[src/rtl/div_clk_n.sv]
// div_clk_n: runtime-programmable integer clock divider and period counter.
// Produces a divided waveform (po_clk), the phase within the current period
// (po_cnt) and a one-cycle tick on the first cycle of every period (po_tick).
// The divisor is only picked up while idle or at the end of a period, so a
// mid-period change never produces a short or stretched period.
//
// Optional build macro: DIV_CLK_N_ODD_DUTY50_EN
//   When defined, odd divisors get a 50% duty cycle by OR-ing in a copy of the
//   waveform delayed by half a clock (falling-edge flop).
//
// run | meaning
// ----+-----------------------------------------------------------
//  0  | idle: outputs held at 0, active follows clamp(div_n)
//  1  | running: po_cnt steps 0..active-1, reloads active at wrap

module div_clk_n #(
  parameter int CNT_W       = 8,
  parameter int DIV_DEFAULT = 4
) (
  input  logic             clk,
  input  logic             rst,
  input  logic             en,
  input  logic [CNT_W-1:0] div_n,
  output logic [CNT_W-1:0] po_cnt,
  output logic             po_clk,
  output logic             po_tick
);

  localparam logic [CNT_W-1:0] DIV_RST =
    (DIV_DEFAULT < 2) ? CNT_W'(2) : CNT_W'(DIV_DEFAULT);

  logic [CNT_W-1:0] active;
  logic [CNT_W-1:0] div_clamped;
  logic [CNT_W-1:0] cnt_inc;
  logic [CNT_W-1:0] half_n;
  logic             run;
  logic             po_clk_q;
  logic             at_wrap;

  // Clamp the requested divisor and derive the per-cycle compare values.
  always_comb begin
    div_clamped = (div_n < CNT_W'(2)) ? CNT_W'(2) : div_n;
    cnt_inc     = po_cnt + CNT_W'(1);
    half_n      = active >> 1;
    at_wrap     = (po_cnt == (active - CNT_W'(1)));
  end

  // Period counter, waveform and tick; en=0 always wins over everything else.
  always_ff @(posedge clk or posedge rst) begin
    if (rst) begin
      po_cnt   <= '0;
      po_clk_q <= 1'b0;
      po_tick  <= 1'b0;
      run      <= 1'b0;
      active   <= DIV_RST;
    end else if (!en) begin
      po_cnt   <= '0;
      po_clk_q <= 1'b0;
      po_tick  <= 1'b0;
      run      <= 1'b0;
      active   <= div_clamped;
    end else if (!run) begin
      // Start keeps the divisor captured during the last idle cycle.
      run      <= 1'b1;
      po_cnt   <= '0;
      po_clk_q <= 1'b1;
      po_tick  <= 1'b1;
    end else if (at_wrap) begin
      po_cnt   <= '0;
      po_clk_q <= 1'b1;
      po_tick  <= 1'b1;
      active   <= div_clamped;
    end else begin
      po_cnt   <= cnt_inc;
      po_tick  <= 1'b0;
      po_clk_q <= (cnt_inc < half_n);
    end
  end

`ifdef DIV_CLK_N_ODD_DUTY50_EN
  logic odd_q;
  logic neg_q;

  // Odd flag follows every load of active so it always describes the period in force.
  always_ff @(posedge clk or posedge rst) begin
    if (rst) begin
      odd_q <= DIV_RST[0];
    end else if (!en) begin
      odd_q <= div_clamped[0];
    end else if (run && at_wrap) begin
      odd_q <= div_clamped[0];
    end
  end

  // Half-cycle delayed copy of the waveform used to stretch the high phase.
  always_ff @(negedge clk or posedge rst) begin
    if (rst) begin
      neg_q <= 1'b0;
    end else begin
      neg_q <= po_clk_q;
    end
  end

  assign po_clk = odd_q ? (po_clk_q | neg_q) : po_clk_q;
`else
  assign po_clk = po_clk_q;
`endif

endmodule

[config.mk]
export PLATFORM = sky130hd
export DESIGN_NAME = div_clk_n
export DESIGN_NICKNAME = d
export VERILOG_FILES = /design/src/rtl/div_clk_n.sv
export SDC_FILE = /design/constraint.sdc
export NUM_CORES = 1
export LEC_CHECK = 0
export BUFFER_PORTS_ARGS = -buffer_cell sky130_fd_sc_hd__buf_2
export CAP_MARGIN = 10
export CORE_MARGIN = 3
export CORE_UTILIZATION = 40
export DETAILED_ROUTE_END_ITERATION = 8
export SLEW_MARGIN = 20
export SYNTH_ARGS = -nofsm -noshare
export SYNTH_HDL_FRONTEND = slang
export SYNTH_SLANG_ARGS = --single-unit
[constraint.sdc]
create_clock -name clk -period 2.5 [get_ports clk]
set_clock_uncertainty 0.15 [all_clocks]
set_input_delay 0.25 -clock clk [delete_from_list [all_inputs] [get_ports clk]]
set_output_delay 0.25 -clock clk [all_outputs]
set_load 0.005 [all_outputs]
* Word-level counts from Yosys, hierarchy flattened *
Cells that the tools add are included.

word-level totals
  flip-flop bits (word level) = 19
  bits of input ports = 11
  output and inout bits = 10
  word-level logic and storage cells = 27

operators by class
  $add $sub $neg = 2
  $lt $le $gt $ge = 2
  equality and inequality tests = 3
  mux-type cells = 14
  reductions and logical operators = 1

operator list
  cell                 number
  $mux 8               7
  $add 8x1->8 const B  1
  $eq 8x8->1           1
  $lt 8x2->1 const B   1
  $lt 8x7->1           1
  $sub 8x1->8 const B  1
  $mux 1               7
  $ne 2x1->1 const B   2
  $reduce_and 2->1     1

* Depth between registers and ports, before layout *
Gate-level depths: netlist (run 1).

  word-level depth = 5
  mapped depth = 9
  gate-level depth less buffers = 8

* Worst setup path before layout (run 1) *
No wires, ideal clock.

  path kind = register -> register
  start point = register active[2]
  end point = register active[3]
  library setup time = 0.125 ns
  arrival = 2.431 ns
  required time = 2.225 ns
  setup slack = -0.206 ns
  cell stages (with the launch flop) = 7
  path buffers = 1
  period minus slack after synthesis = 2.706 ns
  cell sequence = dfstp_2 buf_2 nor4_1 a21oi_1 or4b_4 o41ai_4 mux2_2

on the way
  cells in the longest elaborated chain, start to end = 4

RTL lines
  what                               line  RTL
  start: declaration                 32    logic [CNT_W-1:0] active;
  start signal: assignment           61    active <= div_clamped;
  start signal: assignment           72    active <= div_clamped;
  $sub 8x1->8                        45    at_wrap = (po_cnt == (active - CNT_W'(1)));
  $eq 8x8->1                         45
  $ne 2x1->1 (no source line)        n/a
  $reduce_and 2->1 (no source line)  n/a

No other way between the ends.
A chain may end at the register's enable or synchronous reset.

* Worst setup path after layout (run 1) *
  start point = register active[2]
  end point = register active[4]

Same word-level chain as after synthesis.

==> results of run 1 <==
[repair_timing]
action	CTS	global route
endpoints found under the setup margin	14	8
hold endpoints to repair	19	0
setup buffers	1	0
pin swaps	4	6
gates cloned	0	0
hold buffers	2	0
resized for setup	7	7
[worst max-delay path: stages, from the launching register on]
cell	delay [ns]
dfstp_2	0.60
nor4_4	0.07
and3_1	0.18
or4b_4	0.55
o41ai_4	0.39
buf_6	0.19
mux2_4	0.30
[area by class of cell]
type	instances	area (um^2)	area share, %
multi-input cells	82	726	46.1
well taps	31	38.8	2.46
flip-flops and latches	19	478	30.4
clock buffers	3	22.5	1.43
inverters	11	41.3	2.62
clock inverters	1	5.00	0.318
repair buffers	40	263	16.7
[metrics by stage]
step / cell area [um^2] / hold WS, ns / cells / setup WS, ns / total power [mW]
4_1_cts: 1540 / 0.0211 / 187 / -0.0112 / 0.686
6_report: 1570 / 0.0183 / 187 / -0.0403 / 0.692
2_1_floorplan: 1200 / 0.0504 / 115 / -0.176 / 0.441
5_1_grt: 1570 / 0.0143 / 187 / -0.133 / 0.732
3_5_place_dp: 1450 / 0.253 / 180 / -0.184 / 0.502
3_3_place_gp: 1450 / 0.251 / 180 / -0.0739 / 0.499
[logic make-up after synthesis]
logic type / Yosys count / share of synthesized area [%]
compound gates: 16 / 11.3
xor+xnor: 16 / 11.9
fa+ha+maj: 8 / 8.47
buf+inv: 14 / 4.66
flops: 19 / 40.4
mux: 8 / 7.41
simple gates: 34 / 15.9
[routing by layer]
metal	GRT usage (%)	routed length, um	vias up
met5	0	0	-
met4	8.23	48	0
met3	2.13	96	5
met2	27.9	1280	17
met1	23.0	1310	457
li1	-	-	481
[cell usage in the layout (no fill, tap or decap), types with 3 or more instances in the layout]
cell type  instances
clkbuf_4           3
xnor2_1            8
nor2_1             8
nor2b_1            3
inv_1             11
mux2_4             5
a21oi_1            4
nand3_1            4
buf_2             20
xor2_1             8
dfrtp_1           17
buf_4             16
ha_1               7
nand2_1            5
[Yosys cell counts, types with 2 or more instances]
cell type / n
xnor2_1: 8
nand3_1: 4
nor2_1: 8
ha_1: 8
nor3_1: 2
and3_1: 2
nand2_1: 5
and2_1: 2
dfrtp_1: 18
xor2_1: 8
mux2_2: 6
inv_1: 11
mux2i_1: 2
and2b_1: 2
nor2b_1: 3
o21ai_0: 2
a21oi_1: 4
nor4_1: 2
o2111ai_1: 2
[final timing paths]
kind | endpoint | depth (start not counted) | start
worst max-delay path | active[4] | 6 | active[2]
worst min-delay path | active[5] | 2 | div_n[5]
worst max register to register | active[4] | 6 | active[2]
worst min register to register | active[7] | 1 | active[7]
max in group asynchronous | active[5] | 3 | rst
min in group asynchronous | active[7] | 3 | rst
[report_power, final]
group	internal (mW)	switching, mW
clock	0.0599	0.106
combinational	0.0938	0.0861
sequential	0.326	0.0199
total	0.480	0.212
[registers in the layout, indices dropped and copies added, names as in the netlist]
| signal | flops |
|---|---|
| po_clk | 1 |
| po_tick | 1 |
| run | 1 |
| po_cnt | 8 |
| active | 8 |
==> impl_metrics.env, run 1 <==
export IMPL_clock_sinks=19
export IMPL_path_class="register to register"
export IMPL_wl_per_cell_um=14.6
export IMPL_ys_types=35
export IMPL_setup_slack_ns=-0.0403
export IMPL_overflow=0
export IMPL_startpoint_type="register"
export IMPL_drv_cap=0
export IMPL_yosysWarningCount=0
export IMPL_via_per_inst=5.13
export IMPL_gp_congestion=0.848
export IMPL_synth_area_mm2=0.00118
export IMPL_path_clk_slew_ns=0.12
export IMPL_drive_gt1_share_pct=37.2
export IMPL_portBuffers=20
export IMPL_drc_errors=0
export IMPL_dominantRegCellSynth="dfrtp_1"
export IMPL_status="finished, violations left"
export IMPL_rows=19
export IMPL_synth_top_area_cell="dfrtp_1"
export IMPL_hold_viol=0
export IMPL_tightest_slew_ns=0.727
export IMPL_grt_pass1_vias=991
export IMPL_rsz0062_at_grt="true"
export IMPL_cts_root_buf="clkbuf_4"
export IMPL_synth_nets=134
export IMPL_ir_drop_uv=404
export IMPL_dp_hpwl_um=2070
export IMPL_htreeDepth=1
export IMPL_ys_seq_elements=19
export IMPL_fin_nets=176
export IMPL_fmax_ghz=0.394
export IMPL_final_util_pct=56.6
export IMPL_syn_inst=115
export IMPL_ys_seq_area_share_pct=40.4
export IMPL_async_flop_share_pct=100
export IMPL_antenna_cells=0
export IMPL_grt_total_usage_pct=17.3
export IMPL_via_count=960
export IMPL_maxSlewViolCount=0
export IMPL_p_leak_nw=0.816
export IMPL_ant_nets=0
export IMPL_relSlewSlack_pct=51.5
export IMPL_grt_max_degree=20
export IMPL_required_ns=2.55
export IMPL_antenna_found_initial=0
export IMPL_start_util_pct=42.5
export IMPL_fin_tns_setup_ns=-0.153
export IMPL_power_density_mw_per_mm2=440
export IMPL_dieArea_mm2=0.00364
export IMPL_finalCritPeriodShare_pct=102
export IMPL_drtIter0Drc=19
export IMPL_core_area_mm2=0.00278
export IMPL_cts_buffers=3
export IMPL_first_pass_iters=4
export IMPL_die_y_um=60.3
export IMPL_area_growth_syn_to_layout_pct=33.3
export IMPL_yosysTopAreaCellShare_pct=38.1
export IMPL_violations="setup timing"
export IMPL_fin_crit_ns=2.54
export IMPL_r2r_slack_ns=-0.04
export IMPL_wirelength_um=2740
export IMPL_postSynthAreaPerCell_um2=10.3
export IMPL_ctsLongestPathBuffers=2
export IMPL_cts_tree="done"
export IMPL_io_pins=21
export IMPL_die_x_um=60.3
export IMPL_clk_latency_ns=0.32
export IMPL_grt_first_pass_wirelength_um=4560
export IMPL_synthTopCellsByArea="dfrtp_1 (38%), ha_1 (8.5%), xnor2_1 (5.9%)"
export IMPL_finalSetupViolations=6
export IMPL_path_max_fanout=6
export IMPL_synth_edf_count=0
export IMPL_worstPathArrival_ns=2.59
export IMPL_min_path_type="input pin to register"
export IMPL_filler_cell_count=246
export IMPL_end_kind="register"
Note: power is estimated with default switching activity, not from simulation.
==> run 2: changes to the inputs <==
--- a/config.mk
+++ b/config.mk
@@ -8,8 +8,9 @@
 export BUFFER_PORTS_ARGS = -buffer_cell sky130_fd_sc_hd__buf_2
 export CAP_MARGIN = 10
 export CORE_MARGIN = 3
-export CORE_UTILIZATION = 40
+export CORE_UTILIZATION = 49
 export DETAILED_ROUTE_END_ITERATION = 8
+export PLACE_DENSITY = 0.74
 export SLEW_MARGIN = 20
 export SYNTH_ARGS = -nofsm -noshare
 export SYNTH_HDL_FRONTEND = slang
==> constraint.sdc (replaced) <==
create_clock -name clk -period 2.5 [get_ports clk]
set_clock_uncertainty 0.15 [all_clocks]
set_input_delay 0.25 -clock clk [delete_from_list [all_inputs] [get_ports clk]]
set_output_delay 0.25 -clock clk [all_outputs]
set_load 0.05 [all_outputs]
==> run 2 against run 1 <==
  * The flow still finishes with violations (setup timing)
  * Clock-buffer cell count is the same
  * Global-route usage rose by 3.6 points
  * Critical endpoint is now active[5]
  * Worst hold slack improved by 0.0027 ns
  * Sequential power hardly changed
  * Largest power group unchanged
==> impl_metrics.env, run 2 (synthesis gave the netlist of run 1 again) <==
export IMPL_area_growth_syn_to_layout_pct=35.0
export IMPL_min_path_type="input pin to register"
export IMPL_fin_nets=176
export IMPL_die_y_um=55.1
export IMPL_maxSlewViolCount=0
export IMPL_fin_cells=184
export IMPL_die_x_um=55.1
export IMPL_path_max_fanout=6
export IMPL_finalSetupViolations=8
export IMPL_total_power_uw=720
export IMPL_ctsLongestPathBuffers=2
export IMPL_finalCritPeriodShare_pct=104
export IMPL_ant_nets=0
export IMPL_clock_sinks=19
export IMPL_layout_common_cells="buf_2 (20), buf_4 (17), dfrtp_1 (13)"
export IMPL_violations="setup timing"
export IMPL_final_util_pct=70.7
export IMPL_post_place_cells=172
export IMPL_worstPathArrival_ns=2.63
export IMPL_multi_input_area_um2=747
export IMPL_wl_per_cell_um=16.9
export IMPL_clk_latency_ns=0.30
export IMPL_grt_first_pass_wirelength_um=4520
export IMPL_placedInstanceArea_mm2=0.00141
export IMPL_rows=17
export IMPL_fmax_ghz=0.385
export IMPL_tightest_slew_ns=0.697
export IMPL_antenna_found_initial=0
export IMPL_relSlewSlack_pct=53.5
export IMPL_cts_tree="done"
export IMPL_final_common_cell="buf_2"
export IMPL_fin_crit_ns=2.60
export IMPL_power_density_mw_per_mm2=452
export IMPL_end_kind="register"
export IMPL_startpoint_type="register"
export IMPL_path_clk_slew_ns=0.12
export IMPL_wirelength_um=3100
export IMPL_cts_buffers=3
export IMPL_overflow=0
export IMPL_drtIter0Drc=18
export IMPL_drv_cap=0
export IMPL_gp_congestion=0.847
export IMPL_regArea_um2=483
export IMPL_holdWs_ns=0.0211
export IMPL_dieArea_mm2=0.00304
export IMPL_grt_max_degree=20
export IMPL_dp_hpwl_um=2030
export IMPL_start_util_pct=52.4
export IMPL_p_leak_nw=0.815
export IMPL_top_regs="active: 8 flops, po_cnt: 8 flops"
export IMPL_hold_viol=0
export IMPL_drive_gt1_share_pct=42.3
export IMPL_required_ns=2.53
export IMPL_portBuffers=20
export IMPL_status="finished, violations left"
export IMPL_grt_total_usage_pct=20.9
export IMPL_io_pins=21
export IMPL_cts_root_buf="clkbuf_4"
export IMPL_path_class="register to register"
export IMPL_via_count=1012
export IMPL_drc_errors=0
export IMPL_core_area_mm2=0.00225
export IMPL_ir_drop_uv=343
export IMPL_antenna_cells=0
export IMPL_htreeDepth=1
export IMPL_rsz0062_at_grt="true"
export IMPL_grt_pass1_vias=1021
export IMPL_setup_slack_ns=-0.0961
export IMPL_first_pass_iters=4
export IMPL_filler_cell_count=176
export IMPL_via_per_inst=5.50
export IMPL_fin_area_mm2=0.00159
## run 2: cell types whose count changed in the layout (fill, tap and decap cells not counted), sizes merged
cell and change:
buf +1, dlygate4sd3 -1
## run 2: critical path, cell delays in order (launching register included)
cell and delay, ns:
dfrtp_1 0.43, nor4_4 0.36, a21oi_1 0.12, or4b_4 0.54, o41ai_4 0.38, buf_6 0.19, mux2_4 0.30
## run 2: path summary, 6_finish.rpt
check	start	end	slack, ns	cells after the start
worst min register to register	active[6]	active[6]	0.46	1
worst max-delay path	active[3]	active[5]	-0.1	6
min in group asynchronous	rst	active[3]	0.44	3
max in group asynchronous	rst	po_cnt[6]	1.27	3
worst min-delay path	en	run	0.02	1
worst max register to register	active[3]	active[5]	-0.1	6
## run 2: metrics by stage
stage                     worst slack [ns]  TNS, ns
final                              -0.0961   -0.536
after global routing                -0.140    -1.10
after CTS                          -0.0715   -0.357
after detailed placement            -0.131   -0.953
after global placement             -0.0182  -0.0578
after floorplan                     -0.153    -1.02
## run 2: repair_timing
item	4_1_cts	5_1_grt
resized for setup	11	8
hold buffers	1	0
hold endpoints to repair	18	0
buffers inserted	3	5
setup endpoints to repair	14	16
pin swaps	5	6
## run 2: report_power, final
group	total (mW)	internal [mW]	switching (mW)
Combinational	0.215	0.103	0.112
Sequential	0.348	0.327	0.0208
Clock	0.158	0.0596	0.0980
## run 2: layout make-up
class | instances | area share [%]
clock inverter | 1 | 0.314
timing repair buffer | 40 | 16.3
clock buffer | 3 | 1.41
sequential | 19 | 30.3
multi-input combinational | 82 | 46.9
inverter | 11 | 2.59
tap | 28 | 2.20
## run 2: layer usage
metal	routed length (um)	global-route usage, %	up-vias
met1	1340	24.4	495
met5	0	0	-
li1	-	-	483
met2	1610	38.4	25
met4	61	7.69	0
met3	84	2.95	9
==> run 3: changes to the inputs <==
--- a/config.mk
+++ b/config.mk
@@ -7,10 +7,14 @@
 export LEC_CHECK = 0
 export BUFFER_PORTS_ARGS = -buffer_cell sky130_fd_sc_hd__buf_2
 export CAP_MARGIN = 10
+export CELL_PAD_IN_SITES_DETAIL_PLACEMENT = 1
+export CELL_PAD_IN_SITES_GLOBAL_PLACEMENT = 1
 export CORE_MARGIN = 3
-export CORE_UTILIZATION = 49
+export CORE_UTILIZATION = 38
+export CTS_BUF_LIST = sky130_fd_sc_hd__clkbuf_16
 export DETAILED_ROUTE_END_ITERATION = 8
-export PLACE_DENSITY = 0.74
+export MAX_ROUTING_LAYER = met4
+export PLACE_DENSITY_LB_ADDON = 0.1
 export SLEW_MARGIN = 20
 export SYNTH_ARGS = -nofsm -noshare
 export SYNTH_HDL_FRONTEND = slang
==> run 3 against run 2 <==
  * Combinational power decreased by 8%
  * Largest cell class unchanged
  * Worst hold slack improved by 0.046 ns
  * Clock power increased by 110%
  * Register-to-register slack improved by 0.05 ns
  * Non-clock buffer count decreased by 1
  * Power increased by 23%
  * Cell area increased by 1.3%
  * Die area increased by 26%
  * The flow still finishes with violations (setup timing)
==> impl_metrics.env, run 3 (synthesis gave the netlist of run 1 again) <==
export IMPL_drive_gt1_share_pct=41.3
export IMPL_fin_nets=175
export IMPL_path_class="register to register"
export IMPL_final_util_pct=56.6
export IMPL_die_x_um=61.8
export IMPL_status="finished, violations left"
export IMPL_total_power_uw=883
export IMPL_grt_total_usage_pct=18.6
export IMPL_hold_viol=0
export IMPL_crit_chain="nor4_4, a21oi_1, or4b_4, o41ai_4, buf_6, mux2_2"
export IMPL_drtIter0Drc=26
export IMPL_antenna_found_initial=0
export IMPL_p_leak_nw=0.809
export IMPL_timing_rr_start="active[3]"
export IMPL_ctsLongestPathBuffers=2
export IMPL_die_y_um=61.8
export IMPL_antenna_cells=0
export IMPL_filler_cell_count=333
export IMPL_setup_slack_ns=-0.0411
export IMPL_swShare_pct=27.9
export IMPL_io_pins=21
export IMPL_fin_tns_setup_ns=-0.161
export IMPL_top_regs="active: 8 flops, po_cnt: 8 flops"
export IMPL_layout_common_cells="buf_2 (20), buf_4 (16), dfrtp_1 (13)"
export IMPL_min_path_type="input pin to register"
export IMPL_power_density_mw_per_mm2=547
export IMPL_fin_crit_ns=2.54
export IMPL_wl_per_cell_um=16.5
export IMPL_r2r_end="active[4]"
export IMPL_maxSlewViolCount=0
export IMPL_r2r_cells=6
export IMPL_min_from="en"
export IMPL_internal_power_uw=636
export IMPL_grt_first_pass_wirelength_um=4950
export IMPL_tightest_slew_ns=0.757
export IMPL_end_kind="register"
export IMPL_core_area_mm2=0.00285
export IMPL_fmax_ghz=0.394
export IMPL_drv_cap=0
export IMPL_multi_input_area_um2=718
export IMPL_drc_errors=0
export IMPL_via_count=1005
export IMPL_grt_max_degree=20
export IMPL_gp_congestion=0.723
export IMPL_regArea_um2=483
export IMPL_grt_pass1_vias=1073
export IMPL_final_common_cell="buf_2"
export IMPL_path_max_fanout=7
export IMPL_fin_cells=186
export IMPL_wirelength_um=3070
export IMPL_required_ns=2.49
export IMPL_first_pass_iters=3
export IMPL_overflow=0
export IMPL_cp_depth=6
export IMPL_finalSetupViolations=6
export IMPL_cts_buffers=3
export IMPL_crit_family="simple AND/OR/NAND/NOR gates"
export IMPL_area_growth_syn_to_layout_pct=36.7
export IMPL_pwr_share_seq_pct=39.3
export IMPL_dp_hpwl_um=2100
export IMPL_finalCritPeriodShare_pct=102
export IMPL_dieArea_mm2=0.00381
export IMPL_ant_nets=0
export IMPL_r2r_slack_ns=-0.04
export IMPL_htreeDepth=1
export IMPL_dpl_worst_slack_ns=-0.133
export IMPL_via_per_inst=5.40
export IMPL_rsz0062_at_grt="true"
export IMPL_path_clk_slew_ns=0.06
export IMPL_clk_latency_ns=0.25
export IMPL_crit_buf_inv=1
export IMPL_rows=19
export IMPL_ir_drop_uv=222
export IMPL_start_util_pct=41.4
export IMPL_worst_hold_path_num_cells=1
export IMPL_relSlewSlack_pct=49.5
export IMPL_post_place_cells=175
export IMPL_cp_slowest_cell="or4b_4"
export IMPL_cts_root_buf="clkbuf_16"
export IMPL_power_frac_clock_pct=38.3
export IMPL_startpoint_type="register"
export IMPL_clock_sinks=19
export IMPL_cpPeakStageDelay_ns=0.54
export IMPL_p_sw_uw=247
export IMPL_hold_end="run"
export IMPL_worstPathArrival_ns=2.53
export IMPL_portBuffers=20
export IMPL_cts_tree="done"
export IMPL_pwr_share_comb_pct=22.4
export IMPL_violations="setup timing"
==> run 3: layout make-up <==
cell class                 instances  area share [%]
clock buffer                       3            4.65
inverter                          11            2.56
clock inverter                     1           0.310
multi-input combinational         82            44.5
timing repair buffer              39            15.7
tap                               31            2.40
sequential                        19            29.9
==> run 3: power by group through the flow <==
stage	Clock [mW]	Combinational [mW]	Sequential [mW]
2_1_floorplan	0	0.0949	0.359
3_3_place_gp	0	0.155	0.351
3_5_place_dp	0	0.160	0.353
4_1_cts	0.342	0.185	0.346
5_1_grt	0.359	0.216	0.351
6_report	0.338	0.198	0.347
==> run 3: per-stage QoR <==
step / instance area, um^2 / hold WS [ns]
after global routing: 1610 / 0.0607
after floorplan: 1200 / 0.0502
after global placement: 1420 / 0.253
final: 1610 / 0.0675
after detailed placement: 1420 / 0.267
after CTS: 1570 / 0.0486
==> run 3: metal layers <==
layer,track usage (%),share of wire [%],up-vias
met5,-,0,-
met2,31.7,51,21
li1,-,-,479
met4,6.67,3.0,0
met1,22.2,43,497
met3,2.69,3.1,8
==> run 3: worst max path at each step <==
stage	start	endpoint	slack, ns
after global routing	active[3]	active[4]	-0.11
final	active[3]	active[4]	-0.04
after CTS	active[2]	active[6]	-0.005
after global placement	active[0]	po_cnt[3]	-0.05
after floorplan	active[2]	active[3]	-0.15
after detailed placement	active[0]	po_cnt[4]	-0.13
==> run 3: what timing repair did <==
item,in CTS,in global routing
hold buffers,1,0
gates resized for setup,5,8
hold endpoints to repair,13,0
endpoints found under the setup margin,16,13
pin swaps,3,3
buffers inserted,6,0
==> run 3: worst register-to-register path, cell delays in order, from the launching register on <==
cell     delay [ns]
dfrtp_1        0.42
nor4_4         0.34
a21oi_1        0.12
or4b_4         0.54
o41ai_4        0.35
buf_6          0.17
mux2_2         0.33
